--- src/rtl/mem_arbiter.sv ---
// mem_arbiter: arbitrates two cores' instruction and data ports onto one RAM port.
// Define ARB_RR_EN for round-robin tie-breaking between cores; default build always favours core 0.
module mem_arbiter #(
  parameter int WORD_W = 32
) (
  input  logic                   CLK,
  input  logic                   n_rst,
  input  logic [1:0]             iREN,
  input  logic [1:0][WORD_W-1:0] iaddr,
  input  logic [1:0]             dREN,
  input  logic [1:0]             dWEN,
  input  logic [1:0][WORD_W-1:0] daddr,
  input  logic [1:0][WORD_W-1:0] dstore,
  output logic [1:0]             iwait,
  output logic [1:0]             dwait,
  output logic [1:0][WORD_W-1:0] iload,
  output logic [1:0][WORD_W-1:0] dload,
  output logic                   ramREN,
  output logic                   ramWEN,
  output logic [WORD_W-1:0]      ramaddr,
  output logic [WORD_W-1:0]      ramstore,
  input  logic [WORD_W-1:0]      ramload,
  input  logic                   ram_wait
);

  typedef enum logic [2:0] {IDLE, GNT_D0, GNT_D1, GNT_I0, GNT_I1} state_t;

  state_t     state, state_nxt;
  logic [1:0] dact;
  logic       fav;
  logic       held;
  logic       gc;

  assign dact = dREN | dWEN;

`ifdef ARB_RR_EN
  logic ptr;
  // After a core starts a grant, the other core wins the next same-type tie.
  always_ff @(posedge CLK or negedge n_rst) begin
    if (!n_rst)
      ptr <= 1'b0;
    else if (state_nxt != IDLE && state_nxt != state)
      ptr <= (state_nxt == GNT_D0 || state_nxt == GNT_I0);
  end
  assign fav = ptr;
`else
  assign fav = 1'b0;
`endif

  function automatic state_t pick(input logic [1:0] d, input logic [1:0] i, input logic f);
    if (d[f])  return f ? GNT_D1 : GNT_D0;
    if (d[~f]) return f ? GNT_D0 : GNT_D1;
    if (i[f])  return f ? GNT_I1 : GNT_I0;
    if (i[~f]) return f ? GNT_I0 : GNT_I1;
    return IDLE;
  endfunction

  always_ff @(posedge CLK or negedge n_rst) begin
    if (!n_rst) state <= IDLE;
    else        state <= state_nxt;
  end

  // Grant is sticky while the owner stays active so multi-word blocks are never split.
  always_comb begin
    held = 1'b0;
    case (state)
      GNT_D0:  held = dact[0];
      GNT_D1:  held = dact[1];
      GNT_I0:  held = iREN[0];
      GNT_I1:  held = iREN[1];
      default: held = 1'b0;
    endcase
    state_nxt = held ? state : pick(dact, iREN, fav);
  end

  assign gc = (state == GNT_D1) || (state == GNT_I1);

  always_comb begin
    ramREN   = 1'b0;
    ramWEN   = 1'b0;
    ramaddr  = '0;
    ramstore = '0;
    iwait    = 2'b11;
    dwait    = 2'b11;
    case (state)
      GNT_D0, GNT_D1: begin
        ramaddr   = daddr[gc];
        ramstore  = dstore[gc];
        ramWEN    = dWEN[gc];
        ramREN    = dREN[gc] & ~dWEN[gc];
        dwait[gc] = ram_wait;
      end
      GNT_I0, GNT_I1: begin
        ramaddr   = iaddr[gc];
        ramREN    = iREN[gc];
        iwait[gc] = ram_wait;
      end
      default: ;
    endcase
  end

  assign iload = {ramload, ramload};
  assign dload = {ramload, ramload};

endmodule

--- config.mk ---
export PLATFORM = sky130hd
export DESIGN_NAME = mem_arbiter
export DESIGN_NICKNAME = d
export VERILOG_FILES = /design/src/rtl/mem_arbiter.sv
export SDC_FILE = /design/constraint.sdc
export NUM_CORES = 1
export LEC_CHECK = 0
export BUFFER_PORTS_ARGS = -buffer_cell sky130_fd_sc_hd__buf_2
export CORE_AREA = 3 3 166 168
export CTS_CLUSTER_SIZE = 25
export DETAILED_ROUTE_END_ITERATION = 12
export DIE_AREA = 0 0 169 171
export PLACE_DENSITY_LB_ADDON = 0.15
export SLEW_MARGIN = 20
export SYNTH_ARGS = -nofsm -noshare
export SYNTH_HDL_FRONTEND = slang
export SYNTH_SLANG_ARGS = --single-unit
--- constraint.sdc ---
create_clock -name CLK -period 2.2 [get_ports CLK]
set_input_delay 0.44 -clock CLK [delete_from_list [all_inputs] [get_ports CLK]]
set_output_delay 0.44 -clock CLK [all_outputs]
set_load 0.05 [all_outputs]
==> results of run 1 <==
==> layout make-up <==
class	count	area, sq um	area share
sequential	3	76.32	0.01610
timing repair buffer	301	2211	0.4665
inverter	1	3.754	0.0007920
multi-input combinational	232	1951	0.4116
clock buffer	4	78.83	0.01663
tap	335	419.2	0.08844
==> layout by cell type (no fill, tap or decap), drive strengths merged, types with 2 or more instances in the layout <==
| cell | count |
|---|---|
| a211oi | 2 |
| a21oi | 37 |
| a22oi | 33 |
| buf | 297 |
| clkbuf | 8 |
| dfrtp | 3 |
| mux2i | 33 |
| nand2 | 66 |
| nand2b | 4 |
| nor2 | 7 |
| nor2b | 2 |
| nor3b | 2 |
| o21ai | 34 |
| or2 | 4 |
| or3 | 3 |
==> metrics by stage <==
step	cell area, sq um	setup TNS [ps]	hold slack, ps
after global placement	3755	0	243.0
after global routing	4740	-3573	2.794
after detailed placement	3755	0	238.9
after floorplan	2816	-2826	144.4
after CTS	4119	-679.9	0.2681
final	4740	-346.8	1.137
==> metal layers <==
layer | vias up | routed length, um | GRT usage
met5 | - | 13 | 0
met4 | 2 | 375 | 0.02047
met3 | 46 | 1412 | 0.02588
met2 | 175 | 7404 | 0.1558
met1 | 1389 | 4883 | 0.08472
li1 | 1511 | - | -
==> final timing paths <==
path	slack (ps)	startpoint	endpoint	depth (start not counted)
worst max register to register	660	state[0]$_DFFE_PN0N_	state[1]$_DFFE_PN0N_	6
worst min register to register	840	state[1]$_DFFE_PN0N_	state[0]$_DFFE_PN0N_	3
max in group asynchronous	2080	n_rst	state[0]$_DFFE_PN0N_	1
worst min-delay path	1	n_rst	state[1]$_DFFE_PN0N_	1
min in group CLK	520	iREN[1]	state[2]$_DFFE_PN0N_	2
worst max-delay path	-60	state[2]$_DFFE_PN0N_	ramaddr[1]	6
==> repair_timing <==
item | 4_1_cts | 5_1_grt
setup buffers | 3 | 3
gates resized for setup | 75 | 135
pin swaps | 1 | 3
cloned | 1 | 6
setup endpoints to repair | 59 | 65
==> kinds of logic (layout without fill, tap and decap cells) <==
group / after synthesis / in the layout / synth area share
AOI/OAI and AO/OA: 107 / 107 / 0.2477
xor gates and xnor gates: 2 / 2 / 0.006922
buffers and inverters: 155 / 306 / 0.4320
DFF: 3 / 3 / 0.02966
muxes: 33 / 33 / 0.1305
and+or+nand+nor: 90 / 90 / 0.1532
==> where the power goes <==
| group | switching, mW | internal [mW] | leakage [nW] | total (mW) |
|---|---|---|---|---|
| clock | 0.0544 | 0.240 | 0.0382 | 0.294 |
| sequential | 0.0271 | 0.0721 | 0.0362 | 0.0993 |
| combinational | 4.69 | 2.87 | 2.11 | 7.56 |
==> metrics.yaml, run 1 <==
clock_network:
  insertion_delay_ps: 230
  clockBufferDepth: 2
  cts.sinks: 3
  clkTransAtPathRegs_ps: 30
  cts_buffers: 3
  cts_tree: "done"
  cts_hold_buf: 0
  htree_num_levels: 1
  root_buffer: "clkbuf_16"
grt:
  antenna_found_initial: 1
  grt_first_pass_wirelength_mm: 18.13
  overflow: 0
  grtUsageTotal: 0.08084
  grt_max_degree: 32
  first_global_vias: 3090
synthesis:
  synth_seq_area_share: 0.02966
  synthArstFlopShare: 1.000
  syn_avg_cell_area_sq_um: 6.490
  synth_edf_count: 0
  synth_seq_cells: 3
  synth.top_cell.area_share: 0.3856
  ys_types: 26
  syn_inst: 390
  syn_area_sq_mm: 0.002531
  synth_top_cell_by_area: "buf_4"
  synth.area.top_cells: "buf_4 (39%), mux2i_1 (13%), a22oi_1 (9.8%)"
  ys.flop_type: "dfrtp_1"
  yosys-top-cells-count: "buf_4 (130), nand2_1 (66), a21oi_1 (37)"
  syn-num-nets: 623
  yosys_warnings: 0
  yosysMostFrequentCell: "buf_4"
placed_design:
  pre_cts_slack_ps: 57.83
  hpwl_mm: 10.73
  numPortBuffers: 270
  place_inst: 859
  place.gp.congestion: 0.7224
detailed_routing:
  via_count: 3123
  totalWireLength_mm: 14.09
  first_iter_violations: 63
  drtAntennaViolNets: 0
  dr.pass1.iters: 4
  drc: 0
  wl_per_cell_um: 16.08
  vias_per_cell: 3.565
layout:
  nets: 775
  finalNonFillerCells: 876
  area_delta_synth_final_pct: 87.25
  fillers: 2981
  final_core_util: 0.1819
  regMostFlops: "state"
  largest_register_ffs: 3
  drive_gt1_frac: 0.7505
  antenna_cells: 0
  largest_registers: "state (3)"
worst_setup_path:
  critical_path_buf_inv_count: 2
  cp.required_ps: 1760
  crit_path_top_delay_cell: "dfrtp_1"
  path_class: "flop to output pin"
  slowest_delay_ps: 390
  worstSetupStartpointType: "flop"
  path_max_fanout: 20
  crit_family: "buffers and inverters"
  path_cells: "xnor2_2, or2_4, buf_12, mux2i_2, o21ai_4, buf_4"
  worstPathArrival_ps: 1820
  endpoint_kind: "output pin"
sta:
  min_period_ps: 2261
  fmax_mhz: 442.3
  setup_viol: 15
  timing.final.max_slew_violations: 0
  skew_ps: 1.780
  worst_slew_pin_slew_ps: 338.9
  slew_headroom: 0.7727
  final.setup.worst_slack_ps: -60.94
  hold_viol_final: 0
  rsz0062_at_grt: "true"
  fin_crit_sh: 1.028
outcome:
  violations: "setup timing"
  status: "finished, violations left"
floorplan:
  rows: 59
  dieHeight_um: 171
  die_width_um: 169
  io_pins: 431
  dieArea_sq_mm: 0.02890
  initial_core_util: 0.09713
  core_area_sq_mm: 0.02606
job:
  drv_cap: 0
power_and_ir_drop:
  power_leakage_nw: 2.182
  vdd_drop_max_mv: 0.6534
  cellPowerDensity_mw_per_mm2: 1678
  finalPower_mw: 7.954
hold_path:
  worstHoldPathType: "input port to asynchronous set/reset pin"
(Power assumes the default switching activity.)
==> inputs of run 2 (changes only) <==
BUFFER_PORTS_ARGS = -buffer_cell sky130_fd_sc_hd__clkbuf_2   (was -buffer_cell sky130_fd_sc_hd__buf_2)
==> run 2 against run 1 <==
  * The run still ends with setup timing left
  * Global-route usage up 0.42 points
  * Maximum frequency shrank 1.5%
  * Die area unchanged
==> metrics.yaml, run 2 (synthesis gave the netlist of run 1 again) <==
layout:
  antenna_cells: 0  # unchanged
  regMostFlops: "state"
  final_common_cell: "clkbuf_2"
  largest_registers: "state (3)"
  drive_gt1_frac: 0.7668  # +0.01633
  nets: 770  # -0.65%
  largest_register_ffs: 3  # unchanged
  area_delta_synth_final_pct: 94.91
  layout_common_cells: "clkbuf_2 (203), nand2_1 (54), buf_8 (27)"
worst_setup_path:
  path_cells: "xnor2_2, or2_4, buf_12, buf_16, mux2i_2, o21ai_2, buf_8"
  path_class: "flop to output pin"
  crit_family: "buffers and inverters"
  endpoint_kind: "output pin"
  crit_path_top_delay_cell: "dfrtp_1"
  r2r_cells: 6  # unchanged
  r2r_slack_ps: 580  # -80 ps
  rr_startpoint: "state[1]$_DFFE_PN0N_"
  cp.required_ps: 1760  # about the same
  critical_path_buf_inv_count: 3  # +1
  slowest_delay_ps: 400  # about the same
  path_max_fanout: 6  # -70%
  rr_endpoint: "state[1]$_DFFE_PN0N_"
  worstPathArrival_ps: 1860  # +40 ps
  worstSetupStartpointType: "flop"
sta:
  skew_ps: 1.795  # +0.01510 ps
  hold_viol_final: 0  # unchanged
  rsz0062_at_grt: "true"
  finalSetupTns_ps: -1363  # -1016 ps
  final.setup.worst_slack_ps: -95.05  # -34.11 ps
  slew_headroom: 0.7807  # +0.008038
  fin_crit_sh: 1.043  # +0.01551
  fmax_mhz: 435.7  # -1.5%
  timing.final.max_slew_violations: 0  # unchanged
  min_period_ps: 2295  # +34.11 ps
  setup_viol: 30  # +15
  worst_slew_pin_slew_ps: 330.3  # -8.608 ps
power_and_ir_drop:
  cellPowerDensity_mw_per_mm2: 1618  # -3.6%
  vdd_drop_max_mv: 0.9631  # +47%
  finalPower_mw: 7.982  # +0.35%
  power_leakage_nw: 2.255  # +3.3%
hold_path:
  worstHoldPathType: "input port to asynchronous set/reset pin"
floorplan:
  dieHeight_um: 171  # unchanged
  die_width_um: 169  # unchanged
  initial_core_util: 0.09713  # unchanged
  io_pins: 431  # unchanged
  rows: 59  # unchanged
  core_area_sq_mm: 0.02606  # unchanged
  dieArea_sq_mm: 0.02890  # unchanged
grt:
  use_met3: 0.03489  # +0.009011
  use_met2: 0.1621  # +0.006289
  grtUsageTotal: 0.08505  # +0.004216
  grt_first_pass_wirelength_mm: 19.10  # +5.3%
  first_global_vias: 3304  # +6.9%
  antenna_found_initial: 6  # +5
  overflow: 0  # unchanged
  use_met1: 0.08600  # +0.001284
  busiest_layer: "met2"
  grt_max_degree: 34  # +6.3%
detailed_routing:
  drtAntennaViolNets: 0  # unchanged
  wl_per_cell_um: 16.01  # -0.43%
  first_iter_violations: 77  # +22%
  totalWireLength_mm: 13.95  # -1.0%
  drc: 0  # unchanged
  vias_per_cell: 3.565  # about the same
  dr.pass1.iters: 4  # unchanged
  via_count: 3105  # -0.58%
outcome:
  violations: "setup timing"
  status: "finished, violations left"
clock_network:
  cts_buffers: 3  # unchanged
  cts_hold_buf: 0  # unchanged
  htree_num_levels: 1  # unchanged
  clockBufferDepth: 2  # unchanged
  cts.sinks: 3  # unchanged
  root_buffer: "clkbuf_16"
  insertion_delay_ps: 220  # about the same
  clkTransAtPathRegs_ps: 30  # about the same
  cts_tree: "done"
placed_design:
  hpwl_mm: 10.89  # +1.5%
  numPortBuffers: 270  # unchanged
  place.gp.congestion: 0.7244  # +0.28%
job:
  drv_cap: 0  # unchanged
==> run 2: worst max path at each step <==
stage | start | to | slack (ps) | depth (start not counted)
after floorplan | state[1]$_DFFE_PN0N_ | ramstore[19] | -280 | 8
after global placement | state[2]$_DFFE_PN0N_ | ramREN | 100 | 7
after detailed placement | state[0]$_DFFE_PN0N_ | ramaddr[4] | 90 | 5
after CTS | state[2]$_DFFE_PN0N_ | ramaddr[5] | -100 | 7
after global routing | state[1]$_DFFE_PN0N_ | ramREN | -160 | 7
final | state[2]$_DFFE_PN0N_ | ramaddr[12] | -100 | 7
==> run 2: final cells by class <==
class                   instances  area, sq um
fillers                      2943        21130
repair buffers                296         2366
multi-input cells             232         1989
well taps                     335        419.2
clock buffers                   4        78.83
flip-flops and latches          3        76.32
inverters                       1        3.754
==> run 2: metrics by stage <==
stage / instance area (sq um) / std cells / hold slack [ps] / util / setup WS [ps]
floorplan: 2816 / 390 / 144.4 / - / -276.1
global placement: 3990 / 860 / 244.0 / 0.1531 / 101.5
detailed placement: 3990 / 860 / 244.4 / 0.1531 / 94.65
CTS: 4624 / 867 / 10.74 / 0.1775 / -101.0
global route: 4933 / 871 / 13.32 / 0.1893 / -159.6
finish: 4933 / 871 / 8.068 / 0.1893 / -95.05
==> run 2: what timing repair did <==
item | CTS | global route
pin swaps | 13 | 27
endpoints found under the setup margin | 63 | 66
cloned | 2 | 3
hold endpoints to repair | 0 | 0
setup buffers | 1 | 1
gates resized for setup | 115 | 80
==> run 2: report_power, final <==
part / leakage, nW / total (mW) / switching, mW / internal (mW)
Sequential: 0.0362 / 0.109 / 0.0367 / 0.0721
Clock: 0.0382 / 0.286 / 0.0474 / 0.239
Combinational: 2.18 / 7.59 / 4.59 / 2.99
==> run 2: routing by layer <==
layer | vias up | wire length, um
li1 | 1505 | -
met3 | 52 | 1450
met1 | 1374 | 4656
met5 | - | 80
met2 | 162 | 7453
met4 | 12 | 308
==> inputs of run 3 (changes only) <==
HOLD_SLACK_MARGIN = 0.03   (was not set)
clock period = 2.5 ns   (was 2.2 ns; I/O delays follow)
==> run 3 against run 2 <==
  * The run now ends clean
  * Die area unchanged
  * Design area decreased by 25%
  * Non-clock buffer count decreased by 16
  * Via count decreased by 4.7%
  * Global-route usage decreased by 0.90 points
  * Sequential power decreased by 7%
  * Hold slack improved by 57 ps
  * Clock skew decreased by 0.75 ps
  * Critical path depth decreased by 1
  * Clock power decreased by 10%
  * Total power decreased by 35%
  * Critical path type unchanged
  * Largest cell class unchanged
  * Largest power group unchanged
==> metrics.yaml, run 3 (synthesis gave the netlist of run 1 again) <==
outcome:
  status: "complete, no violations"
sta:
  slew_headroom: 0.7911  # +0.01037
  setup_viol: 0  # -100%
  min_period_ps: 2389
  fin_crit_sh: 0.9555
  skew_ps: 1.046  # -0.7488 ps
  worst_hold_slack_ps: 65.40  # +57.33 ps
  fmax_mhz: 418.6
  finalSetupTns_ps: 0  # +1363 ps
  worst_slew_pin_slew_ps: 314.7  # -15.62 ps
  final.setup.worst_slack_ps: 111.3  # +206.3 ps
  hold_viol_final: 0  # unchanged
  timing.final.max_slew_violations: 0  # unchanged
layout:
  fillers: 3054  # +3.8%
  largest_registers: "state (3)"
  regMostFlops: "state"
  antenna_cells: 0  # unchanged
  layout_common_cells: "clkbuf_2 (245), nand2_1 (66), a22oi_1 (33)"
  largest_register_ffs: 3  # unchanged
  final_common_cell: "clkbuf_2"
  stdcell_area_sq_mm: 0.003704  # -25%
  nets: 754  # -2.1%
  area_delta_synth_final_pct: 46.32
  drive_gt1_frac: 0.6500  # -0.1168
floorplan:
  core_area_sq_mm: 0.02606  # unchanged
  io_pins: 431  # unchanged
  initial_core_util: 0.09713  # unchanged
  die_width_um: 169  # unchanged
  dieArea_sq_mm: 0.02890  # unchanged
  dieHeight_um: 171  # unchanged
  rows: 59  # unchanged
placed_design:
  numPortBuffers: 270  # unchanged
  place.gp.congestion: 0.7271  # +0.37%
  place_area_sq_mm: 0.003568  # -11%
  hpwl_mm: 10.29  # -5.5%
  pre_cts_slack_ps: 177.4  # +82.76 ps
detailed_routing:
  dr.pass1.iters: 4  # unchanged
  vias_per_cell: 3.462  # -2.9%
  wl_per_cell_um: 14.34  # -10%
  first_iter_violations: 67  # -13%
  drc: 0  # unchanged
  drtAntennaViolNets: 0  # unchanged
  via_count: 2960  # -4.7%
  totalWireLength_mm: 12.26  # -12%
worst_setup_path:
  path_class: "flop to output pin"
  worstSetupStartpointType: "flop"
  endpoint_kind: "output pin"
  worstPathArrival_ps: 1890  # +30 ps
  path_max_fanout: 20  # +14
  cp.required_ps: 2000  # +240 ps
clock_network:
  cts.sinks: 3  # unchanged
  cts_tree: "done"
  clkTransAtPathRegs_ps: 30  # about the same
  insertion_delay_ps: 230  # about the same
  cts_buffers: 3  # unchanged
  cts_hold_buf: 0  # unchanged
  clockBufferDepth: 2  # unchanged
  htree_num_levels: 1  # unchanged
  root_buffer: "clkbuf_16"
grt:
  grtUsageTotal: 0.07604  # -0.009011
  grt_first_pass_wirelength_mm: 17.40  # -8.9%
  first_global_vias: 3097  # -6.3%
  grt_max_degree: 37  # +8.8%
  antenna_found_initial: 1  # -5
  overflow: 0  # unchanged
power_and_ir_drop:
  cellPowerDensity_mw_per_mm2: 1398  # -14%
  vdd_drop_max_mv: 0.6166  # -36%
  power_leakage_nw: 1.980  # -12%
hold_path:
  worstHoldPathType: "input port to asynchronous set/reset pin"
job:
  drv_cap: 0  # unchanged
==> run 3: cell count changes in the layout (fill, tap and decap cells not counted), moves of 12 or more <==
cell,delta
clkbuf_2,+42
mux2i_1,+20
buf_2,+14
buf_8,-27
nand2_1,+12
buf_12,-16
o21ai_1,+17
==> run 3: power breakdown <==
part / internal [mW] / total (mW) / leakage (nW) / switching [mW]
Combinational: 1.29 / 4.82 / 1.91 / 3.53
Clock: 0.211 / 0.257 / 0.0382 / 0.0464
Sequential: 0.0634 / 0.101 / 0.0345 / 0.0374
Total: 1.57 / 5.18 / 1.98 / 3.61
==> run 3: layout make-up <==
cell class                 count  area (sq um)  share of cell area
timing repair buffer         280          1568              0.4233
multi-input combinational    232          1556              0.4203
tap                          335         419.2              0.1132
clock buffer                   4         78.83             0.02128
sequential                     3         77.57             0.02095
inverter                       1         3.754            0.001014
==> run 3: final timing paths <==
kind,startpoint,to,slack [ps],cells after the start
max in group asynchronous,n_rst,state[2]$_DFFE_PN0N_,2310,1
min,n_rst,state[0]$_DFFE_PN0N_,70,1
min reg2reg,state[2]$_DFFE_PN0N_,state[0]$_DFFE_PN0N_,700,2
min in group CLK,iREN[1],state[2]$_DFFE_PN0N_,580,2
max reg2reg,state[1]$_DFFE_PN0N_,state[1]$_DFFE_PN0N_,890,5
max,state[1]$_DFFE_PN0N_,ramaddr[3],110,6
==> run 3: critical path: stages, from the launching register on <==
cell,delay (ps)
dfrtp_1,460
xnor2_2,180
or2_4,290
buf_12,180
mux2i_1,140
o21ai_2,120
buf_2,270
==> run 3: stage by stage <==
step,utilization,std cells,total power [mW]
floorplan,-,390,4.127
global placement,0.1369,850,4.969
detailed placement,0.1369,850,4.930
CTS,0.1403,855,5.213
global route,0.1421,855,5.487
finish,0.1421,855,5.177
==> run 3: timing repair <==
| action | 4_1_cts | 5_1_grt |
|---|---|---|
| pin swaps | 1 | 1 |
| gates resized for setup | 1 | 38 |
| endpoints found under the setup margin | 38 | 50 |
| buffers inserted | 1 | 0 |
==> run 3: per-layer routing <==
layer  wire length, um  up-vias  GRT usage
li1                  -     1465          -
met2              6512      192     0.1557
met4               265        2    0.02047
met5                13        -          0
met3              1339       29    0.01687
met1              4132     1272    0.07651
